<file path="src/rtl/jump_redirect_unit.sv">
// jump_redirect_unit: decodes J/JAL/JR/JALR in ID and produces a registered PC
// redirect, a timed IF/ID flush and the link-register write. Register jumps wait
// for the forwarded rs value. A small return-address stack checks JR $ra targets.
module jump_redirect_unit #(
  parameter int WIDTH        = 32,
  parameter int RAS_DEPTH    = 4,
  parameter int FLUSH_CYCLES = 1,
  parameter int RA_REG       = 31
) (
  input  logic                             clk,
  input  logic                             rst_n,
  input  logic                             id_valid,
  input  logic [5:0]                       opcode,
  input  logic [5:0]                       funct,
  input  logic [1:0]                       aluop,
  input  logic [4:0]                       rs_addr,
  input  logic [4:0]                       rd_addr,
  input  logic [WIDTH-1:0]                 rs_data,
  input  logic                             rs_ready,
  input  logic [WIDTH-1:0]                 pc_plus4,
  input  logic [25:0]                      jtarget,
  output logic                             stall,
  output logic                             redirect,
  output logic [WIDTH-1:0]                 redirect_pc,
  output logic                             flush,
  output logic                             link_we,
  output logic [4:0]                       link_addr,
  output logic [WIDTH-1:0]                 link_data,
  output logic                             ras_hit,
  output logic [$clog2(RAS_DEPTH+1)-1:0]   ras_count
);

  localparam int CW = $clog2(RAS_DEPTH + 1);
  localparam int PW = (RAS_DEPTH > 1) ? $clog2(RAS_DEPTH) : 1;

  typedef enum logic [1:0] {IDLE, WAIT_RS, FLUSH} state_t;

  state_t            state, next_state;
  logic [1:0]        flush_cnt;

  // Fields captured when a register jump has to wait for its rs operand.
  logic              lat_jalr;
  logic [4:0]        lat_rs, lat_rd;
  logic [WIDTH-1:0]  lat_pc;

  logic [WIDTH-1:0]  ras_mem [RAS_DEPTH];
  logic [PW-1:0]     ras_ptr, ptr_inc, ptr_dec, ptr_n, ras_widx;
  logic [CW-1:0]     cnt_n;
  logic              ras_we;

  logic              dec_j, dec_jal, dec_jr, dec_jalr;
  logic              accept, stall_req;
  logic              c_jal, c_jalr, c_reg;
  logic [4:0]        c_rs, c_rd;
  logic [WIDTH-1:0]  c_pc, target;
  logic              do_link, push, pop, hit;

  // Instruction decode of the live ID-stage fields.
  always_comb begin
    dec_j    = (opcode == 6'b000010);
    dec_jal  = (opcode == 6'b000011);
    dec_jr   = (aluop == 2'b10) && (funct == 6'b001000);
    dec_jalr = (aluop == 2'b10) && (funct == 6'b001001);
  end

  // Next-state logic; also selects live or latched jump fields for the accept.
  always_comb begin
    next_state = state;
    accept     = 1'b0;
    stall_req  = 1'b0;
    c_jal      = 1'b0;
    c_jalr     = 1'b0;
    c_reg      = 1'b0;
    c_rs       = rs_addr;
    c_rd       = rd_addr;
    c_pc       = pc_plus4;
    case (state)
      IDLE: begin
        if (id_valid) begin
          if (dec_j || dec_jal) begin
            accept = 1'b1;
            c_jal  = dec_jal;
          end else if (dec_jr || dec_jalr) begin
            c_reg  = 1'b1;
            c_jalr = dec_jalr;
            if (rs_ready) begin
              accept = 1'b1;
            end else begin
              stall_req  = 1'b1;
              next_state = WAIT_RS;
            end
          end
        end
      end
      WAIT_RS: begin
        c_reg  = 1'b1;
        c_jalr = lat_jalr;
        c_rs   = lat_rs;
        c_rd   = lat_rd;
        c_pc   = lat_pc;
        if (rs_ready) accept = 1'b1;
        else          stall_req = 1'b1;
      end
      FLUSH: begin
        if (flush_cnt == 2'd0) next_state = IDLE;
      end
      default: next_state = IDLE;
    endcase
    if (accept) next_state = FLUSH;
  end

  // Target, link and return-address-stack decisions for the accepted jump.
  always_comb begin
    target   = c_reg ? rs_data : {c_pc[WIDTH-1:28], jtarget, 2'b00};
    do_link  = c_jal || (c_jalr && (c_rd != 5'd0));
    push     = accept && do_link;
    pop      = accept && c_reg && (c_rs == 5'(RA_REG));
    ptr_inc  = (ras_ptr == PW'(RAS_DEPTH - 1)) ? '0 : ras_ptr + PW'(1);
    ptr_dec  = (ras_ptr == '0) ? PW'(RAS_DEPTH - 1) : ras_ptr - PW'(1);
    hit      = pop && (ras_count != '0) && (ras_mem[ptr_dec] == rs_data);
    ras_we   = 1'b0;
    ras_widx = ras_ptr;
    ptr_n    = ras_ptr;
    cnt_n    = ras_count;
    if (push && pop && (ras_count != '0)) begin
      ras_we   = 1'b1;
      ras_widx = ptr_dec;
    end else if (push) begin
      ras_we = 1'b1;
      ptr_n  = ptr_inc;
      if (ras_count != CW'(RAS_DEPTH)) cnt_n = ras_count + CW'(1);
    end else if (pop && (ras_count != '0)) begin
      ptr_n = ptr_dec;
      cnt_n = ras_count - CW'(1);
    end
  end

  // Stall is never asserted while the unit is held in reset.
  assign stall = rst_n && stall_req;

  // State, flush timer and registered redirect/link outputs.
  always_ff @(posedge clk or negedge rst_n) begin
    if (!rst_n) begin
      state       <= IDLE;
      flush_cnt   <= 2'd0;
      redirect    <= 1'b0;
      redirect_pc <= '0;
      flush       <= 1'b0;
      link_we     <= 1'b0;
      link_addr   <= 5'd0;
      link_data   <= '0;
      ras_hit     <= 1'b0;
    end else begin
      state    <= next_state;
      redirect <= accept;
      link_we  <= push;
      ras_hit  <= hit;
      if (accept) begin
        redirect_pc <= target;
        flush       <= 1'b1;
        flush_cnt   <= 2'(FLUSH_CYCLES - 1);
        if (c_jal || c_jalr) begin
          link_addr <= c_jal ? 5'(RA_REG) : c_rd;
          link_data <= c_pc;
        end
      end else if (state == FLUSH) begin
        if (flush_cnt == 2'd0) flush     <= 1'b0;
        else                   flush_cnt <= flush_cnt - 2'd1;
      end
    end
  end

  // Capture the waiting register jump so ID may change underneath it.
  always_ff @(posedge clk or negedge rst_n) begin
    if (!rst_n) begin
      lat_jalr <= 1'b0;
      lat_rs   <= 5'd0;
      lat_rd   <= 5'd0;
      lat_pc   <= '0;
    end else if (state == IDLE && next_state == WAIT_RS) begin
      lat_jalr <= dec_jalr;
      lat_rs   <= rs_addr;
      lat_rd   <= rd_addr;
      lat_pc   <= pc_plus4;
    end
  end

  // Return-address stack pointer and occupancy.
  always_ff @(posedge clk or negedge rst_n) begin
    if (!rst_n) begin
      ras_ptr   <= '0;
      ras_count <= '0;
    end else begin
      ras_ptr   <= ptr_n;
      ras_count <= cnt_n;
    end
  end

  // Return-address stack storage (contents are qualified by ras_count).
  always_ff @(posedge clk) begin
    if (ras_we) ras_mem[ras_widx] <= c_pc;
  end

endmodule

</file>
<file path="config.mk">
export PLATFORM = sky130hd
export DESIGN_NAME = jump_redirect_unit
export DESIGN_NICKNAME = d
export VERILOG_FILES = /design/src/rtl/jump_redirect_unit.sv
export SDC_FILE = /design/constraint.sdc
export NUM_CORES = 1
export LEC_CHECK = 0
export BUFFER_PORTS_ARGS = -buffer_cell sky130_fd_sc_hd__buf_2
export CORE_ASPECT_RATIO = 0.9
export CORE_MARGIN = 2
export CORE_UTILIZATION = 30
export CTS_CLUSTER_DIAMETER = 50
export DETAILED_ROUTE_END_ITERATION = 7
export REMOVE_ABC_BUFFERS = 1
export SLEW_MARGIN = 40
export SYNTH_ARGS = -nofsm -noshare
export SYNTH_HDL_FRONTEND = slang
export SYNTH_SLANG_ARGS = --single-unit
</file>
<file path="constraint.sdc">
create_clock -name clk -period 4 [get_ports clk]
set_input_delay 0.2 -clock clk [delete_from_list [all_inputs] [get_ports clk]]
set_output_delay 0.2 -clock clk [all_outputs]
set_load 0.1 [all_outputs]
</file>
==> results.md, run 1 <==
- # rows: 65
- VDD IR max: ~320 uV
- Maximum clock insertion buffer count: 3
- Mapped Cells: around 790
- Core Region: 35220 um^2
- DRT iter0 DRCs: 481
- Final hold vios: 0
- Antenna Violating Nets Remaining: 0
- EDFF count, synth: 128
- Worst slew pin tran: around 750 ps
- Fmax: 303.6 MHz
- Primary FF master, synth: edfxtp_1
- Max-slew violations: 0
- Post-CTS Resized: 0
- Number of fill cells: around 3.3k
- RSZ-0062 raised after global routing: no
- CTS tree: built
- RePlAce Congestion: around 0.83
- Die area: between 30000 and 40000 um^2
- Hold Slack: 32.14 ps
- P per Cell Area: approximately 530 nW/um^2
- Mean Syn Cell Area: between 10 and 15 um^2
- Height of the die: approximately 180 um
- Largest family of logic cells by synthesized area: multiplexers
- GRT Overall Usage: between 15 and 20%
- Asr flop ratio synth: 49.41%
- Synth area leaders: edfxtp_1 36%, dfrtp_1 29%, mux2_2 7.7%, mux4_2 6.7%, nand2_1 5.7%
- Status: complete, no violations
- Worst path cell trace: inv_1 -> ha_2 -> nor2_4 -> buf_4 -> mux4_2 -> xor2_1 -> nor4_1 -> nand4_1 -> nor3_1
- Crit path max-delay cell type: nor4_1
- Worst Clk Skew: roughly 18 ps
- CTS Buf Count: 34
- Post-Syn Area: between 10000 and 15000 um^2
- Arr. time, crit path: about 3700 ps
- Root buffer cell: clkbuf_16
- IO buf count: between 150 and 200
- Distinct cells, synth: 50
- Most common cell in the netlist: nand2_1
- Grt ovf: 0
- Most frequent cells after synthesis: 164 x nand2_1, 128 x edfxtp_1, 125 x dfrtp_1
- Final-stage net count: 1225
- Initial antenna violation count: 1
- Area Growth Syn to Fin: 35.49%
- Critical path type: reg2reg
- Critical path required time: roughly 4400 ps
- Crit path max fanout: 12
- Clock sink total: around 250
- Wire per inst: around 18 um
- Placed Area: 12410 um^2
- CTS H-Tree Depth: 2
- XOR/XNOR Fraction of Synth Area: between 2 and 3%
- IO Count: 195
- Fin crit period: approximately 3300 ps
- Post-synthesis adder-cell area fraction: less than 1%
- Ys Warns: 0
- Clk Latency, worst-skew pair: around 510 ps
- #FFs+latches synth: 253
- Clk slew on worst S/H paths: 60 ps
- Largest net degree at the start of global routing: 64
- Yosys top cell area share: 35.67%
- Leak: about 6.4 nW
- Area leader, netlist: edfxtp_1
- Vias in the first global route: between 7k and 8k
- Setup violators final: 0
- Drt pass-1 iters: 5
- Initial Util: 30.60%
- Crit path largest cell delay: roughly 600 ps
- CP Capture Type: register
- Seq/Total Area, Yosys: approximately two thirds
- Chip width: roughly 200 um
- Global-route wire length before repair: ~43 mm
- Worst slew margin: 49.70%
- Post-DP HPWL: around 19 mm
- Layout cell share with drive strength beyond 1: between 30% and 40%
- Via density: 4.646
- Drt drc: 0
- Post-synthesis simple-gate area fraction: roughly a tenth
- Multiplexer share of the synthesized area: approximately 15%
- Final period utilization: 82.35%
- Critical Path Source Type: register
- Design Area, Final: 14600 um^2
- Vias: roughly 7.4k
- Post-synthesis compound-gate area fraction: approximately 4.6%
- Max-Cap Viols: 0
- Final wirelength: approximately 28 mm
- Min-delay worst type: in2reg
==> placed cells by master, fill, tap and decap left out, drive strengths merged, types with 2 or more instances in the layout <==
master and instances:
dlygate4sd3 101, nor3 9, buf 215, edfxtp 128, nor4 10, inv 28, a21oi 10, a21o 7
o21ai 17, nand4 4, o311ai 2, and2 7, bufinv 3, a31oi 34, clkbuf 39, a41oi 2
mux2i 5, nand2b 2, mux4 32, clkinv 6, nor2 41, nor3b 2, xor2 32, dfrtp 125
nand2 164, nand3 8, ha 3, mux2 74, or4 3
==> metal layers <==
metal | global-route usage (%) | routed length, um
met1 | 20.20 | 12650
met4 | 3.883 | 490
met2 | 25.27 | 13540
met3 | 3.049 | 1524
met5 | 0 | 0
==> state kept, by name, indices dropped and copies added (netlist names), 3 cells and up <==
register,count
link_addr,5
ras_count,3
lat_rd,5
ras_mem,128
lat_rs,5
link_data,32
lat_pc,32
redirect_pc,32
==> cell type report <==
type / count / area (um^2) / area share (%)
well taps: 469 / 586.8 / 4.019
repair buffers: 316 / 2183 / 14.95
diodes: 1 / 2.502 / 0.01714
clock buffers: 39 / 890.9 / 6.101
multi-input cells: 482 / 3636 / 24.90
inverters: 16 / 60.06 / 0.4113
clock inverters: 22 / 270.3 / 1.851
flip-flops and latches: 253 / 6972 / 47.75
==> logic make-up after synthesis <==
group / after synthesis
simple gates: 256
flops: 253
mux: 111
compound gates: 78
buf+inv: 57
xor+xnor: 33
fa+ha+maj: 4
==> metrics by stage <==
stage / std cells / power, mW / TNS [ps] / util (%) / setup WS, ps
finish: 1598 / 7.694 / 0 / 41.46 / 706.1
CTS: 1596 / 7.776 / 0 / 41.40 / 595.4
global route: 1597 / 8.005 / 0 / 41.46 / 449.1
global placement: 1434 / 4.457 / 0 / 35.23 / 681.9
floorplan: 751 / 4.146 / -337800 / - / -2483
detailed placement: 1434 / 4.471 / 0 / 35.23 / 583.9
==> path summary, 6_finish.rpt <==
check                             startpoint      endpoint  slack (ps)  cells past startpoint
worst max-delay path              ras_ptr[0]       ras_hit         710                      9
worst min-delay path                aluop[0]      lat_jalr          30                      4
worst max register to register    ras_ptr[0]       ras_hit         710                      9
worst min register to register  link_addr[1]  link_addr[1]         480                      1
max in group asynchronous              rst_n     lat_rs[0]        2940                      3
min in group asynchronous              rst_n    ras_ptr[0]         140                      2
==> power breakdown <==
| part | internal (mW) | switching (mW) | total, mW |
|---|---|---|---|
| Clock | 1.86 | 1.23 | 3.09 |
| Sequential | 2.89 | 0.0789 | 2.97 |
| Combinational | 0.447 | 1.19 | 1.64 |
| Total | 5.19 | 2.50 | 7.69 |
==> worst max-delay path, delay by kind of cell, from the launching register on <==
| family | cells | cell delay, ps |
|---|---|---|
| AND/OR/NAND/NOR | 4 | 1390 |
| buffers and inverters | 2 | 480 |
| multiplexers | 1 | 540 |
| flip-flops | 1 | 410 |
| XOR/XNOR | 1 | 150 |
| adder cells (fa/ha/maj) | 1 | 230 |
==> repair_timing <==
item / 4_1_cts / 5_1_grt
hold buffers: 101 / 0
setup buffers: 0 / 0
hold endpoints to repair: 99 / 0
No activity file was read; power rests on OpenSTA's default activity.
==> inputs of run 2 (changes only) <==
--- a/config.mk
+++ b/config.mk
@@ -5,6 +5,7 @@
 export SDC_FILE = /design/constraint.sdc
 export NUM_CORES = 1
 export LEC_CHECK = 0
+export ABC_AREA = 1
 export BUFFER_PORTS_ARGS = -buffer_cell sky130_fd_sc_hd__buf_2
 export CORE_ASPECT_RATIO = 0.9
 export CORE_MARGIN = 2
==> constraint.sdc (replaced) <==
create_clock -name clk -period 2.7 [get_ports clk]
set_input_delay 0.135 -clock clk [delete_from_list [all_inputs] [get_ports clk]]
set_output_delay 0.135 -clock clk [all_outputs]
set_load 0.1 [all_outputs]
==> run 2 against run 1 <==
  * Combinational power rose by 51%
  * Global-route usage rose by 1.3 points
  * Clock power rose by 47%
  * Count of clock-buffer cells in the layout rose by 13
==> results.md, run 2 <==
- Status: complete, no violations
- Clock sink total: ~250
- Die area: between 30000 and 40000 um^2
- Distinct cells, synth: 34
- Arr. time, crit path: around 2400 ps
- Sw Pwr: around 3.7 mW
- Clk network pwr share: approximately two fifths
- Largest net degree at the start of global routing: approximately 130
- Maximum clock insertion buffer count: 3
- Critical path required time: 2570 ps
- Critical Path Source Type: register
- Worst R2R End: ras_mem[1][2]
- Setup violators final: 0
- Leak: about 7.3 nW
- Initial Util: between 30% and 40%
- Max-slew violations: 0
- Internal: 7.727 mW
- Vias in the first global route: slightly above 9k
- Fin crit period: ~2500 ps
- CP Capture Type: primary output
- GRT Overall Usage: between 15 and 20%
- IO Count: 195
- CTS H-Tree Depth: 2
- DRT iter0 DRCs: between 500 and 600
- Clk slew on worst S/H paths: approximately 50 ps
- Critical path type: reg2out
- Drt drc: 0
- Drt pass-1 iters: 5
- Wire per inst: 15.58 um
- # rows: 67
- RSZ-0062 raised after global routing: no
- Overall power: ~11 mW
- Commonest non-fill, non-tap cells in the layout: 446 x nand2_1, 192 x buf_2, 128 x edfxtp_1
- Worst R2R Start: state[1]
- P per Cell Area: 743.4 nW/um^2
- Worst Clk Skew: ~12 ps
- Area leader, netlist: edfxtp_1
- Setup TNS: 0 ps
- Fmax: roughly 400 MHz
- Primary FF master, synth: edfxtp_1
- Top reg by flops: ras_mem
- Most common cell after layout, fill and taps aside: nand2_1
- Final-stage net count: ~1.7k
- Reg2reg path depth: 12
- Grt ovf: 0
- Asr flop ratio synth: between 40% and 50%
- Setup slack after layout: 206.7 ps
- Final hold vios: 0
- Height of the die: 189.1 um
- Initial antenna violation count: 1
- Most frequent cells after synthesis: 449 x nand2_1, 128 x edfxtp_1, 125 x dfrtp_1
- Max-Cap Viols: 0
- Place WS: between 200 and 250 ps
- Crit path max fanout: 20
- RePlAce Congestion: approximately 0.8
- Seq/Total Area, Yosys: 61.06%
- EDFF count, synth: between 100 and 150
- Worst slew pin tran: about 770 ps
- Chip width: around 210 um
- Gate power share: between 20 and 25%
- Global-route wire length before repair: 50.40 mm
- Layout cell share with drive strength beyond 1: just over 20%
- Final wirelength: 32.24 mm
- CTS Buf Count: 36
- Ys Warns: 0
- #FFs+latches synth: between 200 and 300
- Yosys top cell area share: ~34%
- Min-delay worst type: in2reg
- Synth area leaders: edfxtp_1 34%, dfrtp_1 27%, nand2_1 15%, inv_1 4.0%, nor2_1 3.6%
- Root buffer cell: clkbuf_16
- IO buf count: 194
- Hold path cells: 6
- Mapped Cells: between 1k and 1.5k
- Clk Latency, worst-skew pair: 510 ps
- Hold EP: lat_jalr
- Worst Hold Launch: aluop[0]
- Number of fill cells: ~3.6k
- Mean Syn Cell Area: between 9 and 10 um^2
- Vias: approximately 9.3k
- Largest register FFs: around 130
- Worst slew margin: between 40 and 50%
- Core Region: 37390 um^2
- Final period utilization: about 92%
- CTS tree: built
- Most common cell in the netlist: nand2_1
- VDD IR max: around 580 uV
- Post-DP HPWL: ~21 mm
- Antenna Violating Nets Remaining: 0
- FF-to-FF setup slack: 220 ps
- Area Growth Syn to Fin: 34.17%
- Sw Ratio: roughly 32%
- Seq pwr share: slightly below 40%
- Via density: 4.516
- Post-Syn Area: ~11000 um^2
run 2: changes by cell type in the layout (fill, tap and decap cells not counted), moves of 9 or more:
| cell | change |
|---|---|
| nand2_1 | +283 |
| inv_1 | +105 |
| nor2_1 | +67 |
| mux2_2 | -66 |
| o21ai_0 | +42 |
| mux4_2 | -32 |
| nand3_1 | +32 |
| a21oi_1 | +28 |
| xor2_1 | -24 |
| o211ai_1 | +23 |
| o21ai_1 | +13 |
| nor4_1 | -9 |
run 2: metal layers:
metal  vias up  track usage (%)  part of all wire [%]
met5         -                0                     0
met4         0            4.883                   2.1
met3        45            3.035                   4.4
met2       214            27.32                    46
met1      4416            22.08                    47
li1       4669                -                     -
run 2: worst max path at each step:
| stage | startpoint | endpoint | slack, ps | depth (start not counted) |
|---|---|---|---|---|
| after detailed placement | state[1] | ras_mem[1][4] | 230 | 12 |
| after floorplan | state[0] | ras_mem[2][0] | -1680 | 11 |
| final | state[0] | stall | 210 | 10 |
| after CTS | state[0] | redirect_pc[18] | 20 | 11 |
| after global placement | ras_ptr[0] | ras_hit | 220 | 14 |
| after global routing | state[1] | ras_mem[1][7] | 20 | 14 |
run 2: cells by family (layout without fill, tap and decap cells):
| group | Yosys count | count (layout) | share of synthesized area [%] |
|---|---|---|---|
| buffers and inverters | 183 | 518 | 6.618 |
| AND/OR/NAND/NOR | 627 | 627 | 22.17 |
| adder cells (fa/ha/maj) | 4 | 4 | 0.5041 |
| multiplexers | 8 | 8 | 0.7890 |
| flip-flops | 253 | 253 | 61.06 |
| XOR/XNOR | 8 | 8 | 0.6137 |
| AO/OA/AOI/OAI | 167 | 167 | 8.251 |
| other | 0 | 1 | 0 |
run 2: power groups by stage:
stage | Combinational [mW] | Clock (mW) | Sequential, mW
after floorplan | 0.401 | 0 | 5.72
after global placement | 2.16 | 0 | 4.45
after detailed placement | 2.18 | 0 | 4.46
after CTS | 2.46 | 4.65 | 4.39
after global routing | 2.61 | 4.82 | 4.42
final | 2.47 | 4.53 | 4.39
run 2: what timing repair did:
item	4_1_cts	5_1_grt
gates resized for setup	1	8
hold endpoints to repair	203	0
pin swaps	0	1
endpoints found under the setup margin	1	28
hold buffers	102	0
setup buffers	0	1
run 2: stage by stage:
step           area [um^2]  std cells  utilization, %  hold WS (ps)
2_1_floorplan        11150       1197               -        -160.6
3_3_place_gp         13100       1901           35.04         335.8
3_5_place_dp         13100       1901           35.04         337.7
4_1_cts              15280       2067           40.88         12.96
5_1_grt              15320       2069           40.97         38.58
6_report             15320       2069           40.97         41.28
run 2: worst max-delay path, cell delays in order (launching register included):
cell	delay (ps)
dfrtp_1	430
inv_2	100
nand3_1	110
inv_2	90
nand4_1	130
nand2_2	190
buf_12	200
inv_1	100
nor2_1	120
and2_1	200
buf_12	190
run 2: area by class of cell:
type	count	area [um^2]	area share, %
Inverter	130	493.0	3.218
Timing Repair Buffer	324	2347	15.32
Sequential cell	253	6972	45.51
Multi-Input combinational cell	814	3741	24.42
Clock buffer	52	1052	6.869
Antenna cell	1	2.502	0.01633
Tap cell	483	604.3	3.945
Clock inverter	12	107.6	0.7024
==> inputs of run 3 (changes only) <==
--- a/config.mk
+++ b/config.mk
@@ -10,10 +10,10 @@
 export CORE_ASPECT_RATIO = 0.9
 export CORE_MARGIN = 2
 export CORE_UTILIZATION = 30
-export CTS_CLUSTER_DIAMETER = 50
+export CTS_CLUSTER_DIAMETER = 60
 export DETAILED_ROUTE_END_ITERATION = 7
+export PLACE_DENSITY = 0.49
 export REMOVE_ABC_BUFFERS = 1
-export SLEW_MARGIN = 40
 export SYNTH_ARGS = -nofsm -noshare
 export SYNTH_HDL_FRONTEND = slang
 export SYNTH_SLANG_ARGS = --single-unit
==> run 3 against run 2 <==
  * Register-to-register slack lost 30 ps
  * Sequential share of layout area increased by 0.076 points
  * Non-clock buffer count up 7
  * Critical path type is now reg2reg
  * Maximum frequency decreased by 0.80%
  * Worst hold slack improved by 17 ps
  * Clock skew rose by 7.4 ps
==> results.md, run 3 (same netlist as run 2, synthesis figures left out) <==
- Status: complete, no violations
- Placed insts: about 1.9k
- IO Count: roughly 200
- Vias in the first global route: 9152
- P per Cell Area: 723.2 nW/um^2
- Drt pass-1 iters: 5
- Grt ovf: 0
- Die area: 39640 um^2
- Worst Clk Skew: 19.81 ps
- Antenna Violating Nets Remaining: 0
- Sw Pwr: 3.637 mW
- # rows: between 60 and 70
- Worst slew margin: between 40% and 50%
- Most common cell after layout, fill and taps aside: nand2_1
- Maximum clock insertion buffer count: 3
- Critical path required time: around 3000 ps
- Clk Latency, worst-skew pair: approximately 580 ps
- Via density: ~4.5
- Largest net degree at the start of global routing: around 130
- Fmax: roughly 400 MHz
- CTS H-Tree Depth: 1
- Crit path max fanout: 12
- Worst slew pin tran: just over 800 ps
- Initial Util: roughly 31%
- Final period utilization: approximately 93%
- DRT iter0 DRCs: approximately 470
- Final wirelength: 32.94 mm
- Cell mode on critical path: nand2_1
- Clk network pwr share: between 30% and 40%
- Min-delay worst type: in2reg
- Commonest non-fill, non-tap cells in the layout: 446 x nand2_1, 192 x buf_2, 128 x edfxtp_1
- Crit path largest cell delay: approximately 500 ps
- CTS tree: built
- Max-Cap Viols: 0
- Core Region: roughly 37000 um^2
- GRT Overall Usage: around 17%
- Worst path cell trace: inv_2 -> nand2_2 -> nand2_1 -> nand2_1 -> nand2_1 -> nor2_1 -> nand2_1 -> nand3_4 -> nor2_4 -> o21ai_0 -> nor2_4 -> buf_4
- Sw Ratio: around 33%
- Drt drc: 0
- Antenna cell count: 0
- Wire per inst: roughly 16 um
- Setup violators final: 0
- Clk slew on worst S/H paths: around 60 ps
- Design Area, Final: approximately 15000 um^2
- Layout cell share with drive strength beyond 1: between 20 and 25%
- Gate power share: ~22%
- Initial antenna violation count: 1
- Largest register FFs: 128
- Final-stage net count: roughly 1.7k
- Setup TNS: 0 ps
- Chip width: approximately 210 um
- Critical path type: reg2reg
- Vias: 9327
- Global-route wire length before repair: between 50 and 60 mm
- Worst Hold Launch: rs_data[3]
- RePlAce Congestion: ~0.79
- Leak: about 7.3 nW
- Top reg by flops: ras_mem
- CP Capture Type: register
- Layout Cells excl Fill: about 2.1k
- Seq pwr share: slightly below 40%
- Final hold vios: 0
- Clock sink total: ~250
- Placed Area: about 13000 um^2
- Worst R2R Start: state[1]
- VDD IR max: slightly above 600 uV
- Root buffer cell: clkbuf_16
- IO buf count: around 190
- Area Growth Syn to Fin: 33.99%
- CTS Buf Count: 31
- Critical Path Source Type: register
- Crit path max-delay cell type: o21ai_0
- Arr. time, crit path: 2830 ps
- Max-slew violations: 0
- RSZ-0062 raised after global routing: yes
- Fin crit period: around 2500 ps
- Height of the die: between 150 and 200 um
- Post-DP HPWL: around 22 mm
- CP startpoint: state[1]
- Internal: approximately 7.4 mW
==> run 3: per-layer routing <==
layer	track usage [%]	share of wire [%]	vias to the layer above	wire, um
li1	-	-	4666	-
met1	23.46	48	4431	15880
met2	27.70	46	185	15140
met3	2.787	4.0	43	1309
met4	3.219	1.8	2	586
met5	0	0.049	-	16
==> run 3: critical path, delay by kind of cell, from the launching register on <==
| family | cells | cell delay, ps |
|---|---|---|
| compound gates | 1 | 500 |
| buf+inv | 2 | 300 |
| flops | 1 | 400 |
| simple gates | 9 | 1070 |
==> run 3: final timing paths <==
path / end / slack, ps / cells past startpoint
max: ras_mem[3][5] / 190 / 12
min: ras_hit / 60 / 8
max reg2reg: ras_mem[3][5] / 190 / 12
min reg2reg: link_data[25] / 470 / 2
max in group asynchronous: ras_ptr[0] / 1850 / 3
min in group asynchronous: lat_rd[3] / 270 / 3
==> run 3: stage by stage <==
stage | power, mW | hold WS (ps) | setup slack (ps) | util, %
CTS | 11.19 | 43.93 | 10.53 | 40.77
floorplan | 6.124 | -160.6 | -1681 | -
detailed placement | 6.632 | 336.0 | 139.5 | 35.04
global placement | 6.607 | 330.1 | 113.4 | 35.04
finish | 11.06 | 58.39 | 186.8 | 40.92
global route | 11.49 | 125.3 | -3.756 | 40.92
==> run 3: repair_timing <==
action / CTS / global route
pin swaps: 2 / 0
cloned: 1 / 0
hold buffers: 105 / 0
endpoints found under the setup margin: 1 / 130
gates resized for setup: 4 / 14
setup buffers: 1 / 1
endpoints found under the hold margin: 205 / 0
==> run 3: final cells by class <==
| type | count | area (um^2) |
|---|---|---|
| multi-input cells | 814 | 3766 |
| inverters | 130 | 490.5 |
| well taps | 483 | 604.3 |
| clock buffers | 41 | 853.3 |
| fillers | 3688 | 22090 |
| clock inverters | 17 | 180.2 |
| repair buffers | 331 | 2431 |
| flip-flops and latches | 253 | 6974 |
==> run 3: power groups by stage <==
stage          clock (mW)  sequential, mW  combinational (mW)
2_1_floorplan           0            5.72               0.401
3_3_place_gp            0            4.45                2.15
3_5_place_dp            0            4.46                2.17
4_1_cts              4.34            4.39                2.46
5_1_grt              4.48            4.41                2.60
6_report             4.22            4.39                2.45
